File: src/rtl/stream_mux_if.sv
// Stream mux handshake bundle: N_CH input lanes in, one tagged output stream out.
interface stream_mux_if #(
    parameter int D_WIDTH = 8,
    parameter int N_CH    = 4,
    parameter int SEL_W   = 2
);
    logic [N_CH*D_WIDTH-1:0] data_i;
    logic [N_CH-1:0]         valid_i;
    logic [N_CH-1:0]         ready_o;
    logic [D_WIDTH-1:0]      data_o;
    logic [SEL_W-1:0]        ch_o;
    logic                    valid_o;
    logic                    ready_i;

    // Producer/consumer side of the mux.
    modport master (
        output data_i, valid_i, ready_i,
        input  ready_o, data_o, ch_o, valid_o
    );

    // The mux itself.
    modport slave (
        input  data_i, valid_i, ready_i,
        output ready_o, data_o, ch_o, valid_o
    );
endinterface

File: src/rtl/stream_mux.sv
// N-channel stream multiplexer with fixed-select or round-robin grant,
// a 2-entry {data, channel} output FIFO and a saturating accepted-beat counter.
module stream_mux #(
    parameter int D_WIDTH = 8,
    parameter int N_CH    = 4,
    parameter int SEL_W   = 2
) (
    input  logic             clk,
    input  logic             rst_n,
    input  logic             mode_i,
    input  logic [SEL_W-1:0] select,
    stream_mux_if.slave      bus,
    output logic [15:0]      beat_cnt_o
);

    typedef enum logic [1:0] {
        OCC_EMPTY = 2'd0,
        OCC_ONE   = 2'd1,
        OCC_FULL  = 2'd2
    } occ_t;

    occ_t               occ_q;
    occ_t               occ_d;
    logic [SEL_W-1:0]   rr_ptr;
    logic [SEL_W-1:0]   grant;
    logic               grant_vld;
    logic [N_CH-1:0]    rot;
    logic [31:0]        sum;
    logic [N_CH-1:0]    ready;
    logic               accept;
    logic               pop;
    logic [D_WIDTH-1:0] in_data;
    logic [D_WIDTH-1:0] tail_data;
    logic [SEL_W-1:0]   tail_ch;
    logic               load_head_in;
    logic               load_head_tail;
    logic               load_tail_in;

    // Grant selection: fixed index, or first valid lane at/after rr_ptr (rotated search).
    always_comb begin
        grant     = '0;
        grant_vld = 1'b0;
        rot       = '0;
        sum       = '0;
        if (!mode_i) begin
            if (32'(select) < 32'(N_CH)) begin
                grant     = select;
                grant_vld = 1'b1;
            end
        end else begin
            rot = N_CH'({bus.valid_i, bus.valid_i} >> rr_ptr);
            for (int unsigned j = 0; j < N_CH; j++) begin
                if (!grant_vld && rot[j]) begin
                    sum = 32'(rr_ptr) + j;
                    if (sum >= 32'(N_CH)) begin
                        sum = sum - 32'(N_CH);
                    end
                    grant     = SEL_W'(sum);
                    grant_vld = 1'b1;
                end
            end
        end
    end

    // Ready only on the granted lane while the FIFO has room and reset is released.
    always_comb begin
        ready   = '0;
        in_data = '0;
        for (int unsigned k = 0; k < N_CH; k++) begin
            if (32'(grant) == k) begin
                in_data = bus.data_i[k*D_WIDTH +: D_WIDTH];
                if (grant_vld && rst_n && (occ_q != OCC_FULL)) begin
                    ready[k] = 1'b1;
                end
            end
        end
    end

    assign bus.ready_o = ready;
    assign accept      = |(ready & bus.valid_i);
    assign pop         = (occ_q != OCC_EMPTY) && bus.ready_i;
    assign bus.valid_o = (occ_q != OCC_EMPTY);

    // FIFO occupancy register.
    always_ff @(posedge clk or negedge rst_n) begin
        if (!rst_n) begin
            occ_q <= OCC_EMPTY;
        end else begin
            occ_q <= occ_d;
        end
    end

    // Occupancy transitions and which FIFO slot gets written.
    // The head slot is the output register itself; the tail only fills when a
    // push arrives while one beat is already waiting and nothing pops.
    always_comb begin
        occ_d          = occ_q;
        load_head_in   = 1'b0;
        load_head_tail = 1'b0;
        load_tail_in   = 1'b0;
        case (occ_q)
            OCC_EMPTY: begin
                if (accept) begin
                    occ_d        = OCC_ONE;
                    load_head_in = 1'b1;
                end
            end
            OCC_ONE: begin
                if (accept && pop) begin
                    load_head_in = 1'b1;
                end else if (accept) begin
                    occ_d        = OCC_FULL;
                    load_tail_in = 1'b1;
                end else if (pop) begin
                    occ_d = OCC_EMPTY;
                end
            end
            OCC_FULL: begin
                if (pop) begin
                    occ_d          = OCC_ONE;
                    load_head_tail = 1'b1;
                end
            end
            default: begin
                occ_d = OCC_EMPTY;
            end
        endcase
    end

    // FIFO storage: head drives data_o/ch_o directly and holds when empty.
    always_ff @(posedge clk or negedge rst_n) begin
        if (!rst_n) begin
            bus.data_o <= '0;
            bus.ch_o   <= '0;
            tail_data  <= '0;
            tail_ch    <= '0;
        end else begin
            if (load_head_in) begin
                bus.data_o <= in_data;
                bus.ch_o   <= grant;
            end else if (load_head_tail) begin
                bus.data_o <= tail_data;
                bus.ch_o   <= tail_ch;
            end
            if (load_tail_in) begin
                tail_data <= in_data;
                tail_ch   <= grant;
            end
        end
    end

    // Round-robin pointer advances past the lane just served; fixed mode leaves it alone.
    always_ff @(posedge clk or negedge rst_n) begin
        if (!rst_n) begin
            rr_ptr <= '0;
        end else if (accept && mode_i) begin
            if (32'(grant) == 32'(N_CH - 1)) begin
                rr_ptr <= '0;
            end else begin
                rr_ptr <= grant + 1'b1;
            end
        end
    end

    // Saturating count of accepted input beats.
    always_ff @(posedge clk or negedge rst_n) begin
        if (!rst_n) begin
            beat_cnt_o <= '0;
        end else if (accept && (beat_cnt_o != 16'hFFFF)) begin
            beat_cnt_o <= beat_cnt_o + 16'd1;
        end
    end

endmodule

File: src/flat_wrapper.sv
// flat-port wrapper written by rule: the top's interface ports become plain ports
module stream_mux_flat 
#(
    parameter int D_WIDTH = 8,
    parameter int N_CH    = 4,
    parameter int SEL_W   = 2
)
  (clk, rst_n, mode_i, select, beat_cnt_o, bus_data_i, bus_valid_i, bus_ready_i, bus_ready_o, bus_data_o, bus_ch_o, bus_valid_o);
  stream_mux_if #(.D_WIDTH(D_WIDTH), .N_CH(N_CH), .SEL_W(SEL_W)) bus_i ();
  input  logic clk;
  input  logic rst_n;
  input  logic mode_i;
  input  logic [SEL_W-1:0] select;
  output logic [15:0] beat_cnt_o;
  input wire logic [$bits(bus_i.data_i)-1:0] bus_data_i;
  input wire logic [$bits(bus_i.valid_i)-1:0] bus_valid_i;
  input wire logic [$bits(bus_i.ready_i)-1:0] bus_ready_i;
  output wire logic [$bits(bus_i.ready_o)-1:0] bus_ready_o;
  output wire logic [$bits(bus_i.data_o)-1:0] bus_data_o;
  output wire logic [$bits(bus_i.ch_o)-1:0] bus_ch_o;
  output wire logic [$bits(bus_i.valid_o)-1:0] bus_valid_o;
  assign bus_i.data_i = bus_data_i;
  assign bus_i.valid_i = bus_valid_i;
  assign bus_i.ready_i = bus_ready_i;
  assign bus_ready_o = bus_i.ready_o;
  assign bus_data_o = bus_i.data_o;
  assign bus_ch_o = bus_i.ch_o;
  assign bus_valid_o = bus_i.valid_o;
  stream_mux #(.D_WIDTH(D_WIDTH), .N_CH(N_CH), .SEL_W(SEL_W)) u_core (.clk(clk), .rst_n(rst_n), .mode_i(mode_i), .select(select), .bus(bus_i), .beat_cnt_o(beat_cnt_o));
endmodule
File: config.mk
export PLATFORM = sky130hd
export DESIGN_NAME = stream_mux_flat
export DESIGN_NICKNAME = d
export VERILOG_FILES = /design/src/rtl/stream_mux_if.sv /design/src/rtl/stream_mux.sv /design/src/flat_wrapper.sv
export SDC_FILE = /design/constraint.sdc
export NUM_CORES = 1
export LEC_CHECK = 0
export CORE_UTILIZATION = 50
export CTS_BUF_LIST = sky130_fd_sc_hd__clkbuf_16
export DETAILED_ROUTE_END_ITERATION = 10
export PLACE_DENSITY = 0.95
export SLEW_MARGIN = 20
export SYNTH_ARGS = -nofsm -noshare
export SYNTH_HDL_FRONTEND = slang
export SYNTH_SLANG_ARGS = --single-unit
File: constraint.sdc
create_clock -name clk -period 8.65 [get_ports clk]
set_clock_uncertainty 0.1 [all_clocks]
set_input_delay 1.73 -clock clk [delete_from_list [all_inputs] [get_ports clk]]
set_output_delay 1.73 -clock clk [all_outputs]
set_load 0.05 [all_outputs]
==> summary.md, run 1 <==
| Metric | Value |
|---|---|
| Post-route ant nets | `0` |
| Worst EP arrival | `4610 ps` |
| Mux share of post-synthesis cell area | `0.03285` |
| # IOs | `73` |
| Ratio of final minimum period to clock period | `0.7445` |
| Post-CTS Setup Inserts | `0` |
| First-pass GRT wire length | `~9400 um` |
| YS warnings | `0` |
| Avg Cell Area, Syn | `between 9 and 10 um2` |
| CP Max Fanout | `18` |
| Synth Instances | `235` |
| Root Buffer | `clkbuf_16` |
| Min-delay worst type | `flip-flop to flip-flop` |
| Asr flop ratio synth | `1.000` |
| FP Rows | `24` |
| CTS Buf Count | `5` |
| Final setup vio count | `0` |
| Outcome | `completed` |
| Cts hold-fix bufs | `0` |
| Final WL | `5775 um` |
| Tmin final | `6440 ps` |
| Slew Limit Fails | `0` |
| CP required | `6820 ps` |
| EDFF count, synth | `0` |
| Via count | `2079` |
| Clk pin slew, worst setup/hold paths | `50 ps` |
| Overall routing resource usage | `0.2475` |
| FILL cells | `323` |
| Post-synthesis simple-gate area fraction | `0.2004` |
| GR Overflow Total | `0` |
| Die X-Extent | `around 69 um` |
| Finished Layout Cells | `356` |
| Die Footprint | `roughly 4800 um2` |
| Main combinational cell family by area after synthesis | `compound AO/OA/AOI/OAI gates` |
| Multi-input gate area | `~1200 um2` |
| Post-Syn Area | `2247 um2` |
| CP startpoint kind | `primary input` |
| GPL Wtd Cong | `0.9059` |
| Layout cell share with drive strength beyond 1 | `0.06579` |
| Complex-gate fraction of the synthesized area | `0.2032` |
| Initial antenna violation count | `0` |
| Chip height | `approximately 70 um` |
| Total negative slack | `0 ps` |
| Area after DPL | `just under 3000 um2` |
| Total power | `~0.94 mW` |
| TritonCTS Sinks | `40` |
| H-tree levels | `2` |
| Iter 0 DRT Violations | `199` |
| Area growth from synthesis to layout | `39.59%` |
| Peak supply drop | `0.2300 mV` |
| TritonRoute pass-1 iters | `4` |
| Largest net degree at the start of global routing | `42` |
| Critical path endpoint category | `primary output` |
| Max Clk Rate | `155.3 MHz` |
| Average routed wire per standard cell | `16.22 um` |
| Sequential element share of the synthesized area | `0.4454` |
| CORE AREA | `4324 um2` |
| RSZ-0062 raised after global routing | `no` |
| Nets | `350` |
| CTS Buffer Depth | `2` |
| Max-cap violations | `0` |
| PortBufs | `between 70 and 80` |
| Critical path type | `primary input to primary output` |
| Post-route design area | `3137 um2` |
| XOR/XNOR Fraction of Synth Area | `0.05067` |
| Slew Limit Headroom | `0.4213` |
| Clock latency on the worst-skew pair | `280 ps` |
| FF/Latch Area | `1001 um2` |
| Yosys reg bits | `40` |
| Final core occ | `0.7254` |
| P_leak | `roughly 1.3 nW` |
| Power per cell area | `301.0 nW/um2` |
| CTS tree | `built` |
| # diodes | `0` |
| CTS resizes | `0` |
| Vias in the first global route | `2038` |
| Synth Area in Adders | `0.02784` |
| Final hold vios | `0` |
| Placed cell count | `348` |
| HPWL after DPL | `4052 um` |
| Most used flip-flop cell after synthesis | `dfrtp_1` |
| Syn Nets | `282` |
| Worst slew pin tran | `868.1 ps` |
| Vias per cell | `5.840` |
| Starting Density | `0.5197` |
| DRC Markers | `0` |
| Cell variety after synth | `41` |
[final timing paths]
| path | startpoint | to | slack [ps] | depth (start not counted) |
|---|---|---|---|---|
| max | bus_valid_i[0] | bus_ready_o[3] | 2210 | 7 |
| min | u_core.beat_cnt_o[5] | u_core.beat_cnt_o[5] | 390 | 1 |
| max reg2reg | u_core.rr_ptr[1] | u_core.tail_ch[1] | 5000 | 8 |
| min reg2reg | u_core.beat_cnt_o[5] | u_core.beat_cnt_o[5] | 390 | 1 |
| max in group asynchronous | rst_n | u_core.beat_cnt_o[11] | 6440 | 1 |
| min in group asynchronous | rst_n | u_core.bus.data_o[0] | 1460 | 1 |
[placed cells by master, fill, tap and decap left out, drive strengths merged, types with 2 or more instances in the layout]
| master | count |
|---|---|
| nor3 | 11 |
| a21oi | 23 |
| and2 | 7 |
| o22ai | 2 |
| inv | 10 |
| a221oi | 8 |
| nand3 | 5 |
| and4 | 3 |
| nor2 | 16 |
| mux2 | 3 |
| a22oi | 12 |
| nor2b | 13 |
| ha | 5 |
| a31oi | 2 |
| nand4 | 7 |
| nand2 | 11 |
| and3 | 3 |
| mux2i | 4 |
| o21ai | 16 |
| clkbuf | 5 |
| nand2b | 2 |
| xnor2 | 12 |
| dfrtp | 40 |
| clkdlybuf4s50 | 71 |
[synthesized netlist by cell type (2+ instances only)]
| cell type | count | share of area |
|---|---|---|
| nor2_1 | 15 | 0.025 |
| mux2i_1 | 4 | 0.018 |
| nand2b_1 | 2 | 0.0056 |
| nand4_1 | 7 | 0.019 |
| o22ai_1 | 2 | 0.0056 |
| buf_2 | 2 | 0.0045 |
| nand3_1 | 5 | 0.011 |
| and4_1 | 3 | 0.012 |
| a21oi_1 | 22 | 0.049 |
| clkbuf_1 | 7 | 0.012 |
| and3_1 | 3 | 0.0084 |
| inv_1 | 9 | 0.015 |
| a221oi_1 | 8 | 0.031 |
| xnor2_1 | 12 | 0.047 |
| a22oi_1 | 11 | 0.037 |
| dfrtp_1 | 40 | 0.45 |
| o21ai_0 | 16 | 0.036 |
| mux2_2 | 3 | 0.015 |
| nor3_1 | 11 | 0.024 |
| and2_1 | 6 | 0.017 |
| nand2_1 | 11 | 0.018 |
| ha_1 | 5 | 0.028 |
| nor2b_1 | 13 | 0.036 |
[worst max-delay path, cell delays in order]
cell and delay [ps]:
clkdlybuf4s50_1 510, mux2i_1 260, o21ai_0 110, o32ai_1 390
ha_1 590, and2_1 210, clkdlybuf4s50_1 800
[power breakdown]
group | switching (mW) | total [mW] | internal, mW
sequential | 0.0598 | 0.311 | 0.251
combinational | 0.262 | 0.427 | 0.165
clock | 0.0719 | 0.206 | 0.134
[routing by layer]
| metal | vias to the layer above | wire length (um) | track usage |
|---|---|---|---|
| met3 | 9 | 364 | 0.05702 |
| li1 | 985 | - | - |
| met2 | 77 | 2934 | 0.4283 |
| met4 | 0 | 79 | 0.09297 |
| met5 | - | 0 | 0 |
| met1 | 1008 | 2396 | 0.2987 |
[flip-flops by register name (all words and copies together) (netlist names)]
register / count
u_core.beat_cnt_o: 16
u_core.bus.ch_o: 2
u_core.bus.data_o: 8
u_core.occ_q: 2
u_core.rr_ptr: 2
u_core.tail_ch: 2
u_core.tail_data: 8
[logic make-up (layout without fill, tap and decap cells)]
group | Yosys count | in the layout
xor gates and xnor gates | 13 | 13
DFF | 40 | 40
buffers and inverters | 20 | 89
adders and majority gates | 5 | 5
AOI/OAI and AO/OA | 68 | 68
and+or+nand+nor | 82 | 82
muxes | 7 | 7
[per-stage QoR]
stage	hold WS (ps)	setup WS (ps)
5_1_grt	422.2	1985
4_1_cts	393.5	2215
3_5_place_dp	386.1	2226
6_report	391.5	2210
3_3_place_gp	375.0	2280
2_1_floorplan	376.1	3369
[layout make-up]
type                    count  area share
multi-input cells         175      0.3690
clock buffers               5     0.03989
repair buffers             72      0.2282
clock inverters             3     0.01237
flip-flops and latches     40      0.3191
well taps                  52     0.02074
inverters                   9     0.01077
Note: power is estimated with default switching activity, not from simulation.
==> inputs of run 2 (changes only) <==
--- a/config.mk
+++ b/config.mk
@@ -5,10 +5,10 @@
 export SDC_FILE = /design/constraint.sdc
 export NUM_CORES = 1
 export LEC_CHECK = 0
-export CORE_UTILIZATION = 50
+export CORE_UTILIZATION = 46
 export CTS_BUF_LIST = sky130_fd_sc_hd__clkbuf_16
 export DETAILED_ROUTE_END_ITERATION = 10
-export PLACE_DENSITY = 0.95
+export PLACE_DENSITY = 0.9
 export SLEW_MARGIN = 20
 export SYNTH_ARGS = -nofsm -noshare
 export SYNTH_HDL_FRONTEND = slang
==> constraint.sdc (replaced) <==
create_clock -name clk -period 6.45 [get_ports clk]
set_clock_uncertainty 0.1 [all_clocks]
set_input_delay 1.29 -clock clk [delete_from_list [all_inputs] [get_ports clk]]
set_output_delay 1.29 -clock clk [all_outputs]
set_load 0.05 [all_outputs]
==> run 2 against run 1 <==
Non-clock buffer count up 2. Combinational power grew 34%. Global-route usage shrank 2.4 points. Register-to-register slack got worse by 2100 ps. Die area increased by 8.4%. Critical path depth increased by 1. Via count fell by 1.5%. Cell count rose by 4.8%.
==> summary.md, run 2 (synthesis results as in run 1) <==
| Metric | Value |
|---|---|
| Placed cell count | `365` |
| Multi-input gate area | `1157 um2` |
| HPWL after DPL | `3980 um` |
| Final setup vio count | `0` |
| Final hold vios | `0` |
| Top flop regs | `u_core.beat_cnt_o x16, u_core.bus.data_o x8, u_core.tail_data x8` |
| Sw Pwr | `approximately 0.52 mW` |
| Final WL | `~5500 um` |
| CTS Buf Count | `5` |
| Gate power share | `0.453` |
| Max-cap violations | `0` |
| Clock share of power | `0.217` |
| Slew Limit Headroom | `0.4372` |
| CTS Buffer Depth | `2` |
| Largest reg by FF count | `u_core.beat_cnt_o` |
| Post-CTS Setup Inserts | `0` |
| Commonest non-fill, non-tap cell in the layout | `clkdlybuf4s50_1` |
| Overall routing resource usage | `0.2236` |
| Finished Layout Cells | `373` |
| Power per cell area | `398.8 nW/um2` |
| Iter 0 DRT Violations | `148` |
| Worst slew pin tran | `~840 ps` |
| PnR worst setup slack | `1002 ps` |
| Post-route design area | `3169 um2` |
| CORE AREA | `4723 um2` |
| Layout cell share with drive strength beyond 1 | `0.06863` |
| Critical path type | `primary input to primary output` |
| FILL cells | `~340` |
| Root Buffer | `clkbuf_16` |
| PortBufs | `72` |
| Vias in the first global route | `1960` |
| GR Overflow Total | `0` |
| Tmin final | `5448 ps` |
| FP Rows | `25` |
| Max Clk Rate | `183.6 MHz` |
| H-tree levels | `2` |
| Outcome | `completed` |
| CP Max Fanout | `18` |
| P_leak | `1.290 nW` |
| # IOs | `73` |
| Die Footprint | `between 5000 and 6000 um2` |
| Average routed wire per standard cell | `approximately 15 um` |
| Peak supply drop | `0.2497 mV` |
| Setup WS pre-CTS | `999.4 ps` |
| Hold Worst Slack | `around 390 ps` |
| Starting Density | `0.4758` |
| Final core occ | `0.6710` |
| Total negative slack | `0 ps` |
| Min-delay worst type | `flip-flop to flip-flop` |
| Critical path endpoint category | `primary output` |
| Post-route ant nets | `0` |
| First-pass GRT wire length | `slightly below 9000 um` |
| Vias per cell | `between 5 and 6` |
| Clock latency on the worst-skew pair | `280 ps` |
| Cts hold-fix bufs | `0` |
| Die X-Extent | `slightly above 70 um` |
| Most frequent cells in the layout | `71 x clkdlybuf4s50_1, 40 x dfrtp_1, 22 x a21oi_1` |
| CTS resizes | `0` |
| TritonCTS Sinks | `40` |
| GPL Wtd Cong | `0.8550` |
| CP required | `5060 ps` |
| Nets | `352` |
| CP startpoint kind | `primary input` |
| RSZ-0062 raised after global routing | `no` |
| TritonRoute pass-1 iters | `4` |
| Total power | `1.264 mW` |
| FF/Latch Area | `1001 um2` |
| Sw Share | `0.4152` |
| Worst EP arrival | `just over 4000 ps` |
| Internal Pwr Total | `0.7393 mW` |
| Largest net degree at the start of global routing | `41` |
| Power share of the sequential group | `0.330` |
| CTS tree | `built` |
| Ratio of final minimum period to clock period | `0.8446` |
| Initial antenna violation count | `0` |
| Via count | `between 2000 and 2500` |
| Chip height | `71.90 um` |
| Largest register FFs | `16` |
| Area growth from synthesis to layout | `41.04%` |
| Clk pin slew, worst setup/hold paths | `60 ps` |
| DRC Markers | `0` |
| Area after DPL | `3007 um2` |
| Slew Limit Fails | `0` |
| # diodes | `0` |
[run 2: cell count changes in the layout (fill, tap and decap cells not counted)]
| cell | previous run | this run |
|---|---|---|
| buf_4 | 0 | 2 |
| clkinv_1 | 0 | 2 |
| clkinv_2 | 1 | 0 |
| inv_1 | 10 | 9 |
[run 2: final timing paths]
| kind | from | to | slack [ps] | cells past startpoint |
|---|---|---|---|---|
| setup / recovery | bus_valid_i[0] | bus_ready_o[2] | 1000 | 8 |
| hold reg to reg | u_core.beat_cnt_o[5] | u_core.beat_cnt_o[5] | 390 | 1 |
| min in group asynchronous | rst_n | u_core.bus.data_o[5] | 1000 | 2 |
| hold / removal | u_core.beat_cnt_o[5] | u_core.beat_cnt_o[5] | 390 | 1 |
| max in group asynchronous | rst_n | u_core.beat_cnt_o[10] | 4910 | 2 |
| setup reg to reg | u_core.rr_ptr[1] | u_core.bus.ch_o[1] | 2930 | 10 |
[run 2: cell type report]
class / count / area share
repair buffers: 74 / 0.2306
clock inverters: 3 / 0.01184
multi-input cells: 175 / 0.3652
inverters: 9 / 0.01066
clock buffers: 5 / 0.03948
well taps: 67 / 0.02645
flip-flops and latches: 40 / 0.3158
[run 2: routing by layer]
| metal | track usage | vias to the layer above | wire length, um |
|---|---|---|---|
| met3 | 0.05278 | 8 | 313 |
| met2 | 0.3836 | 74 | 2754 |
| met4 | 0.08279 | 0 | 99 |
| met5 | 0 | - | 0 |
| li1 | - | 993 | - |
| met1 | 0.2758 | 973 | 2330 |
[run 2: critical path, cell delays in order]
cell and delay, ps:
clkdlybuf4s50_1 530, mux2i_1 250, o21ai_0 110, o32ai_1 400, inv_1 160, ha_1 400
and2_1 210, clkdlybuf4s50_1 690
[run 2: power groups by stage]
stage	Sequential (mW)	Combinational, mW	Clock (mW)
finish	0.418	0.573	0.274
global route	0.428	0.616	0.289
CTS	0.415	0.577	0.277
global placement	0.411	0.557	0
floorplan	0.543	0.253	0
detailed placement	0.417	0.572	0
==> inputs of run 3 (changes only) <==
--- a/config.mk
+++ b/config.mk
@@ -5,10 +5,10 @@
 export SDC_FILE = /design/constraint.sdc
 export NUM_CORES = 1
 export LEC_CHECK = 0
-export CORE_UTILIZATION = 46
+export CORE_UTILIZATION = 42
 export CTS_BUF_LIST = sky130_fd_sc_hd__clkbuf_16
 export DETAILED_ROUTE_END_ITERATION = 10
-export PLACE_DENSITY = 0.9
+export PLACE_DENSITY = 0.87
 export SLEW_MARGIN = 20
 export SYNTH_ARGS = -nofsm -noshare
 export SYNTH_HDL_FRONTEND = slang
==> constraint.sdc (replaced) <==
create_clock -name clk -period 4.62 [get_ports clk]
set_clock_uncertainty 0.1 [all_clocks]
set_input_delay 0.924 -clock clk [delete_from_list [all_inputs] [get_ports clk]]
set_output_delay 0.924 -clock clk [all_outputs]
set_load 0.05 [all_outputs]
==> run 3 against run 2 <==
Final area grew 2.7%. Flip-flop and latch count is the same. Setup slack lost 630 ps. Sequential power grew 39%. Utilization shrank 3.8 points. Hold slack gained 3.5 ps. Sequential share of layout area shrank 0.84 points. Power grew 50%. Register-to-register slack lost 1600 ps. Wire length grew 5.0%. Combinational power grew 41%. Largest cell class unchanged.
==> summary.md, run 3 (synthesis results as in run 1) <==
| Metric | Value |
|---|---|
| Outcome | `completed` |
| PnR worst setup slack | `373.8 ps` |
| First-pass GRT wire length | `9087 um` |
| CORE AREA | `just over 5000 um2` |
| CTS Buf Count | `5` |
| Post-route design area | `3256 um2` |
| Clock latency on the worst-skew pair | `around 280 ps` |
| Commonest non-fill, non-tap cell in the layout | `clkdlybuf4s50_1` |
| Ratio of final minimum period to clock period | `0.9191` |
| Final hold vios | `0` |
| Die X-Extent | `75.15 um` |
| CP required | `~3600 ps` |
| Slew Limit Headroom | `0.6504` |
| Root Buffer | `clkbuf_16` |
| FP Rows | `26` |
| Slew Limit Fails | `0` |
| Initial antenna violation count | `0` |
| # diodes | `0` |
| Nets | `354` |
| H-tree levels | `2` |
| Average routed wire per standard cell | `15.28 um` |
| Vias per cell | `5.376` |
| Vias in the first global route | `approximately 1900` |
| Final core occ | `0.6334` |
| Cts hold-fix bufs | `0` |
| Largest net degree at the start of global routing | `41` |
| RSZ-0062 raised after global routing | `no` |
| PortBufs | `72` |
| Largest reg by FF count | `u_core.beat_cnt_o` |
| Placed cell count | `370` |
| Critical path type | `primary input to primary output` |
| Top flop regs | `u_core.beat_cnt_o x16, u_core.bus.data_o x8, u_core.tail_data x8` |
| Overall routing resource usage | `0.2176` |
| GPL Wtd Cong | `0.9499` |
| Most frequent cells in the layout | `67 x clkdlybuf4s50_1, 40 x dfrtp_1, 22 x a21oi_1` |
| Total negative slack | `0 ps` |
| Tmin final | `4246 ps` |
| Max Clk Rate | `235.5 MHz` |
| Layout cell share with drive strength beyond 1 | `0.09416` |
| GR Overflow Total | `0` |
| Worst EP arrival | `3220 ps` |
| Finished Layout Cells | `378` |
| FILL cells | `448` |
| Final WL | `5774 um` |
| Final setup vio count | `0` |
| Post-CTS Setup Inserts | `0` |
| # IOs | `between 70 and 80` |
| CTS Buffer Depth | `2` |
| CP Max Fanout | `18` |
| Post-route ant nets | `0` |
| Die Footprint | `5647 um2` |
| Area growth from synthesis to layout | `44.88%` |
| Starting Density | `0.4372` |
| Power per cell area | `580.7 nW/um2` |
| TritonRoute pass-1 iters | `4` |
| Hold Worst Slack | `397.9 ps` |
| Max-cap violations | `0` |
| CP startpoint kind | `primary input` |
| Largest register FFs | `16` |
| HPWL after DPL | `4244 um` |
| Clk pin slew, worst setup/hold paths | `around 60 ps` |
| Via count | `2032` |
| DRC Markers | `0` |
| Chip height | `75.15 um` |
| Iter 0 DRT Violations | `~160` |
| CTS tree | `built` |
| CTS resizes | `0` |
| Peak supply drop | `roughly 0.28 mV` |
| TritonCTS Sinks | `40` |
| Setup WS pre-CTS | `391.1 ps` |
| Area after DPL | `about 3000 um2` |
| Min-delay worst type | `flip-flop to flip-flop` |
| Worst slew pin tran | `~520 ps` |
| Critical path endpoint category | `primary output` |
| P_leak | `1.338 nW` |
| Total power | `1.891 mW` |
run 3: critical path: stages:
cell             delay (ps)
clkdlybuf4s50_1         530
mux2i_1                 260
o21ai_0                 110
o32ai_1                 410
inv_1                   170
ha_1                    410
and2_1                  220
buf_4                   180
run 3: worst paths after layout:
path	slack (ps)	endpoint	depth (start not counted)	start
worst max-delay path	370	bus_ready_o[2]	8	bus_valid_i[0]
worst min-delay path	400	u_core.beat_cnt_o[5]	1	u_core.beat_cnt_o[5]
worst max register to register	1300	u_core.beat_cnt_o[1]	8	u_core.rr_ptr[1]
worst min register to register	400	u_core.beat_cnt_o[5]	1	u_core.beat_cnt_o[5]
max in group asynchronous	3450	u_core.beat_cnt_o[15]	2	rst_n
min in group asynchronous	630	u_core.bus.data_o[6]	2	rst_n
run 3: power by group:
group	switching (mW)	total [mW]	internal, mW
Combinational	0.492	0.810	0.318
Clock	0.138	0.502	0.364
Sequential	0.108	0.579	0.470
Total	0.738	1.89	1.15
run 3: area by class of cell:
| class | instances | area [um2] | share of cell area |
|---|---|---|---|
| Clock inverter | 3 | 90.09 | 0.02767 |
| Tap cell | 70 | 87.58 | 0.02690 |
| Clock buffer | 5 | 125.1 | 0.03843 |
| Multi-Input combinational cell | 175 | 1157 | 0.3555 |
| Timing Repair Buffer | 76 | 760.7 | 0.2337 |
| Sequential cell | 40 | 1001 | 0.3075 |
| Inverter | 9 | 33.78 | 0.01038 |
run 3: routing by layer:
layer  up-vias  wire length [um]  GRT usage
met4         0               125    0.08230
li1       1002                 -          -
met5         -                 0          0
met3        14               344    0.04150
met2        77              2890     0.3894
met1       939              2413     0.2596
